<file path="config.mk">
export PLATFORM = sky130hd
export DESIGN_NAME = sc_pp_decoder
export DESIGN_NICKNAME = d
export VERILOG_FILES = /design/src/rtl/sc_pp_decoder.sv
export SDC_FILE = /design/constraint.sdc
export NUM_CORES = 1
export LEC_CHECK = 0
export BUFFER_PORTS_ARGS = -buffer_cell sky130_fd_sc_hd__buf_2
export CORE_ASPECT_RATIO = 1.4
export CORE_MARGIN = 1.5
export CORE_UTILIZATION = 31
export DETAILED_ROUTE_END_ITERATION = 8
export PLACE_DENSITY = 0.47
export RECOVER_POWER = 25
export SYNTH_ARGS = -nofsm -noshare
export SYNTH_HDL_FRONTEND = slang
export SYNTH_SLANG_ARGS = --single-unit
</file>
<file path="constraint.sdc">
create_clock -name clk -period 7 [get_ports clk]
set_input_delay 1.05 -clock clk [delete_from_list [all_inputs] [get_ports clk]]
set_output_delay 1.05 -clock clk [all_outputs]
set_load 0.05 [all_outputs]
</file>
<file path="src/rtl/sc_pp_decoder.sv">
// Progressive-precision stochastic-to-binary decoder: counts ones in a 2^TW bit
// stream and stops once the upper P bits of the saturated count are settled.
module sc_pp_decoder #(
  parameter int TW = 6,
  parameter int P  = 2
) (
  input  logic          clk,
  input  logic          rst,
  input  logic          start,
  input  logic          bit_valid,
  input  logic          bit_in,
  output logic          busy,
  output logic          done,
  output logic [P-1:0]  Bz,
  output logic [TW:0]   ones,
  output logic [TW:0]   cycles,
  output logic          early
);

  typedef enum logic [1:0] {IDLE, RUN, DONE} state_t;

  localparam logic [TW:0] L_C   = {1'b1, {TW{1'b0}}};
  localparam logic [TW:0] ONE_C = {{TW{1'b0}}, 1'b1};

  function automatic logic [TW-1:0] sat(input logic [TW:0] x);
    return (x >= L_C) ? {TW{1'b1}} : x[TW-1:0];
  endfunction

  function automatic logic [P-1:0] top(input logic [TW:0] x);
    logic [TW-1:0] s;
    s = sat(x);
    return s[TW-1:TW-P];
  endfunction

  state_t        state_q, state_d;
  logic [TW:0]   c_q, c_d, t_q, t_d;
  logic [P-1:0]  bz_q, bz_d;
  logic [TW:0]   ones_q, ones_d, cycles_q, cycles_d;
  logic          early_q, early_d;

  logic [TW:0]   c_nx, t_nx, rem, bound;
  logic          term;

  // c' + rem never exceeds L, so TW+1 bits hold the upper bound exactly.
  assign c_nx  = c_q + {{TW{1'b0}}, bit_in};
  assign t_nx  = t_q + ONE_C;
  assign rem   = L_C - t_nx;
  assign bound = c_nx + rem;
  assign term  = (top(c_nx) == top(bound)) || (t_nx == L_C);

  always_ff @(posedge clk or posedge rst) begin
    if (rst) begin
      state_q  <= IDLE;
      c_q      <= '0;
      t_q      <= '0;
      bz_q     <= '0;
      ones_q   <= '0;
      cycles_q <= '0;
      early_q  <= 1'b0;
    end else begin
      state_q  <= state_d;
      c_q      <= c_d;
      t_q      <= t_d;
      bz_q     <= bz_d;
      ones_q   <= ones_d;
      cycles_q <= cycles_d;
      early_q  <= early_d;
    end
  end

  always_comb begin
    state_d  = state_q;
    c_d      = c_q;
    t_d      = t_q;
    bz_d     = bz_q;
    ones_d   = ones_q;
    cycles_d = cycles_q;
    early_d  = early_q;
    unique case (state_q)
      IDLE, DONE: begin
        if (start) begin
          state_d = RUN;
          c_d     = '0;
          t_d     = '0;
          early_d = 1'b0;
        end
      end
      RUN: begin
        // A start while running wins over any bit presented in the same cycle.
        if (start) begin
          c_d = '0;
          t_d = '0;
        end else if (bit_valid) begin
          if (term) begin
            state_d  = DONE;
            bz_d     = top(c_nx);
            ones_d   = c_nx;
            cycles_d = t_nx;
            early_d  = (t_nx < L_C);
          end else begin
            c_d = c_nx;
            t_d = t_nx;
          end
        end
      end
      default: state_d = IDLE;
    endcase
  end

  assign busy   = (state_q == RUN);
  assign done   = (state_q == DONE);
  assign Bz     = bz_q;
  assign ones   = ones_q;
  assign cycles = cycles_q;
  assign early  = early_q;

endmodule

</file>
==> results.md <==
- Setup WS post-layout: 2.39 ns
- CTS Sinks: 33
- Synth top area cells: dfrtp_1 (39%), ha_1 (7.1%), mux2_2 (4.8%)
- HP Class: reg -> reg
- Die X: 72.8 um
- Crit path DAT: 4.85 ns
- Achievable Freq: 0.217 GHz
- Fin. Hold Viols: 0
- H-Tree Depth: 2
- Routed len/inst: 15.8 um
- Predominant post-synthesis flop cell: dfrtp_1
- Post-CTS Setup Inserts: 0
- Fin crit period: 4.61 ns
- Via count of the first global-routing pass: 1,574
- Crit-path slowest cell: a22o_1
- Setup CP Type: in -> reg
- Library cells used by synthesis: 54
- Final period util: 0.658
- Area Overhead vs Synth: 14.0%
- Largest net degree at the start of global routing: 34
- Crit Path Max Fanout: 13
- Slew @ Worst Pin: 1.91 ns
- Design area: 0.00241 mm2
- CTS Buf Count: 5
- Count of input and output buffers: 23
- Root buffer cell: clkbuf_8
- Power density cells: 391 mW/mm2
- DRC: 0
- Placed Cells incl. Taps: 292
- First-pass GRT wire length: 8.01 mm
- Startpoint Class: input port
- Net Switching: 0.431 mW
- Worst Skew: 0.00942 ns
- Share of power burned in registers: 0.275
- First drt pass iteration count: 4
- R2r endpoint: t_q[0]
- Max_slew headroom: -0.276
- N_diodes: 0
- Final setup TNS: 0 ns
- Die Ht: 101 um
- Post-Place Cell Area: 0.00230 mm2
- CTS Hold Bufs: 0
- Outcome: finished with violations
- Synth async-reset ratio: 1.00
- Count leader, synth: dfrtp_1
- Cell internal pwr: 0.510 mW
- WP data required: 7.24 ns
- Post-synth top cells: dfrtp_1 (33), inv_1 (17), nand2_1 (14)
- Clock power share: 0.200
- Final net count: 243
- Initial core utilization: 0.322
- Total number of vias: 1,563
- Final setup vio count: 0
- Comb power frac: 0.525
- Place WS: 2.10 ns
- Routability congestion estimate: 0.809
- Slowest stage delay, CP: 0.52 ns
- Sw Share: 0.458
- CTS tree: yes
- Share of layout cells above drive strength 1: 0.239
- Synth Instances: 199
- Core area: 0.00657 mm2
- Failing checks: max-capacitance violations, max-slew violations
- # IOs: 24
- Number of synthesized flops with an enable pin: 0
- Total track usage: 0.144
- Worst Reg-to-Reg Cells: 13
- Hold-critical path depth: 1
- Seq/Total Area, Yosys: 0.391
- Clock transition at the registers of the reported paths: 0.08 ns
- Avg Cell Area, Syn: 10.6 um2
- Final ANT Viol Nets: 0
- Resize count post-CTS: 0
- Synth Register Bits: 33
- Detail Placement HPWL: 3.52 mm
- Worst hold endpoint: Bz[1]
- DR iter-0 viols: 57
- Via-to-Cell Ratio: 5.21
- Reg2reg start: c_q[0]
- Crit path cell chain: buf_2 -> ha_1 -> ha_1 -> and3_1 -> xor2_1 -> ha_1 -> ha_1 -> or3_1 -> and3_1 -> nor4_1 -> o22ai_2 -> o2111ai_1 -> a22o_1 -> mux2_2
- Cell taking the most area after synthesis: dfrtp_1
- Syn Nets: 217
- Crit end category: flip-flop
- Initial antenna violation count: 0
- Leak Pwr: 1.22 nW
- Worst-Skew Late Latency: 0.29 ns
- Ys Warns: 0
- Overflow after GRT: 0
- DIE AREA: 0.00732 mm2
- Synth Cell Area: 0.00211 mm2
- VDD IR max: 141 uV
- RSZ-0062 raised after global routing: no
- FP Rows: 35
- WL final: 4.74 mm
- Hold Startpoint: Bz[1]
- R2R Setup Slk: 2.86 ns
- Max-Cap Viols: 1
- Synth top area share: 0.391
- Clock buffer depth: 2
- Cell mode on critical path: ha_1
- Final slew viol count: 34
- Overall power: 0.941 mW
- Fin cells: 300
==> metrics by stage <==
| step | hold slack (ns) | util |
|---|---|---|
| after global placement | 0.485 | 0.350 |
| after global routing | 0.527 | 0.367 |
| after floorplan | 0.477 | - |
| after detailed placement | 0.493 | 0.350 |
| final | 0.507 | 0.367 |
| after CTS | 0.512 | 0.367 |
==> power by group through the flow <==
stage / registers, mW / logic (mW) / clock network [mW]
2_1_floorplan: 0.361 / 0.296 / 0
3_3_place_gp: 0.262 / 0.503 / 0
3_5_place_dp: 0.263 / 0.499 / 0
4_1_cts: 0.259 / 0.502 / 0.193
5_1_grt: 0.264 / 0.543 / 0.204
6_report: 0.259 / 0.494 / 0.188
==> final cells by class <==
class	instances	area (um2)
tap	74	92.6
timing repair buffer	24	119
clock inverter	3	46.3
clock buffer	5	68.8
sequential	33	826
inverter	18	68.8
multi-input combinational	143	1190
fill	655	4160
==> worst max-delay path: cells and delay by family <==
family / cells / cell delay [ns]
compound gates: 3 / 0.89
xor+xnor: 1 / 0.26
fa+ha+maj: 4 / 1.10
buf+inv: 1 / 0.10
mux: 1 / 0.25
simple gates: 4 / 1.19
==> cell families after synthesis <==
family	count (synthesis)	synth area share
AO/OA/AOI/OAI	48	0.185
XOR/XNOR	12	0.0563
adder cells (fa/ha/maj)	13	0.0806
buffers and inverters	23	0.0468
flip-flops	33	0.391
multiplexers	19	0.105
AND/OR/NAND/NOR	51	0.136
==> placed cells by master (no fill, tap or decap), types with 6 or more instances in the layout <==
master,netlist,layout
a22o_1,7,7
buf_2,3,23
dfrtp_1,33,33
ha_1,12,12
inv_1,17,17
mux2_2,9,9
mux2i_1,6,6
nand2_1,14,14
nor2_1,7,7
xnor2_1,6,6
==> sequential cells by signal, indices dropped and copies added (netlist names) <==
name     flops
c_q          7
cycles       7
ones         7
t_q          7
Bz           2
state_q      2
early        1
==> routing by layer <==
metal  part of all wire  track usage  up-vias
li1                   -            -      779
met1               0.44        0.177      763
met2               0.53        0.246       14
met3              0.020       0.0240        7
met4              0.013       0.0610        0
met5                  0            0        -
==> worst max path at each step <==
| stage | slack, ns | from | end | depth (start not counted) |
|---|---|---|---|---|
| 3_5_place_dp | 2.10 | bit_in | cycles[0] | 14 |
| 5_1_grt | 2.08 | bit_in | t_q[0] | 14 |
| 4_1_cts | 2.40 | bit_in | t_q[0] | 14 |
| 6_report | 2.39 | bit_in | t_q[0] | 14 |
| 2_1_floorplan | 2.58 | bit_in | Bz[0] | 14 |
| 3_3_place_gp | 2.13 | bit_in | cycles[0] | 14 |
Power figures use the tool's default switching activity.
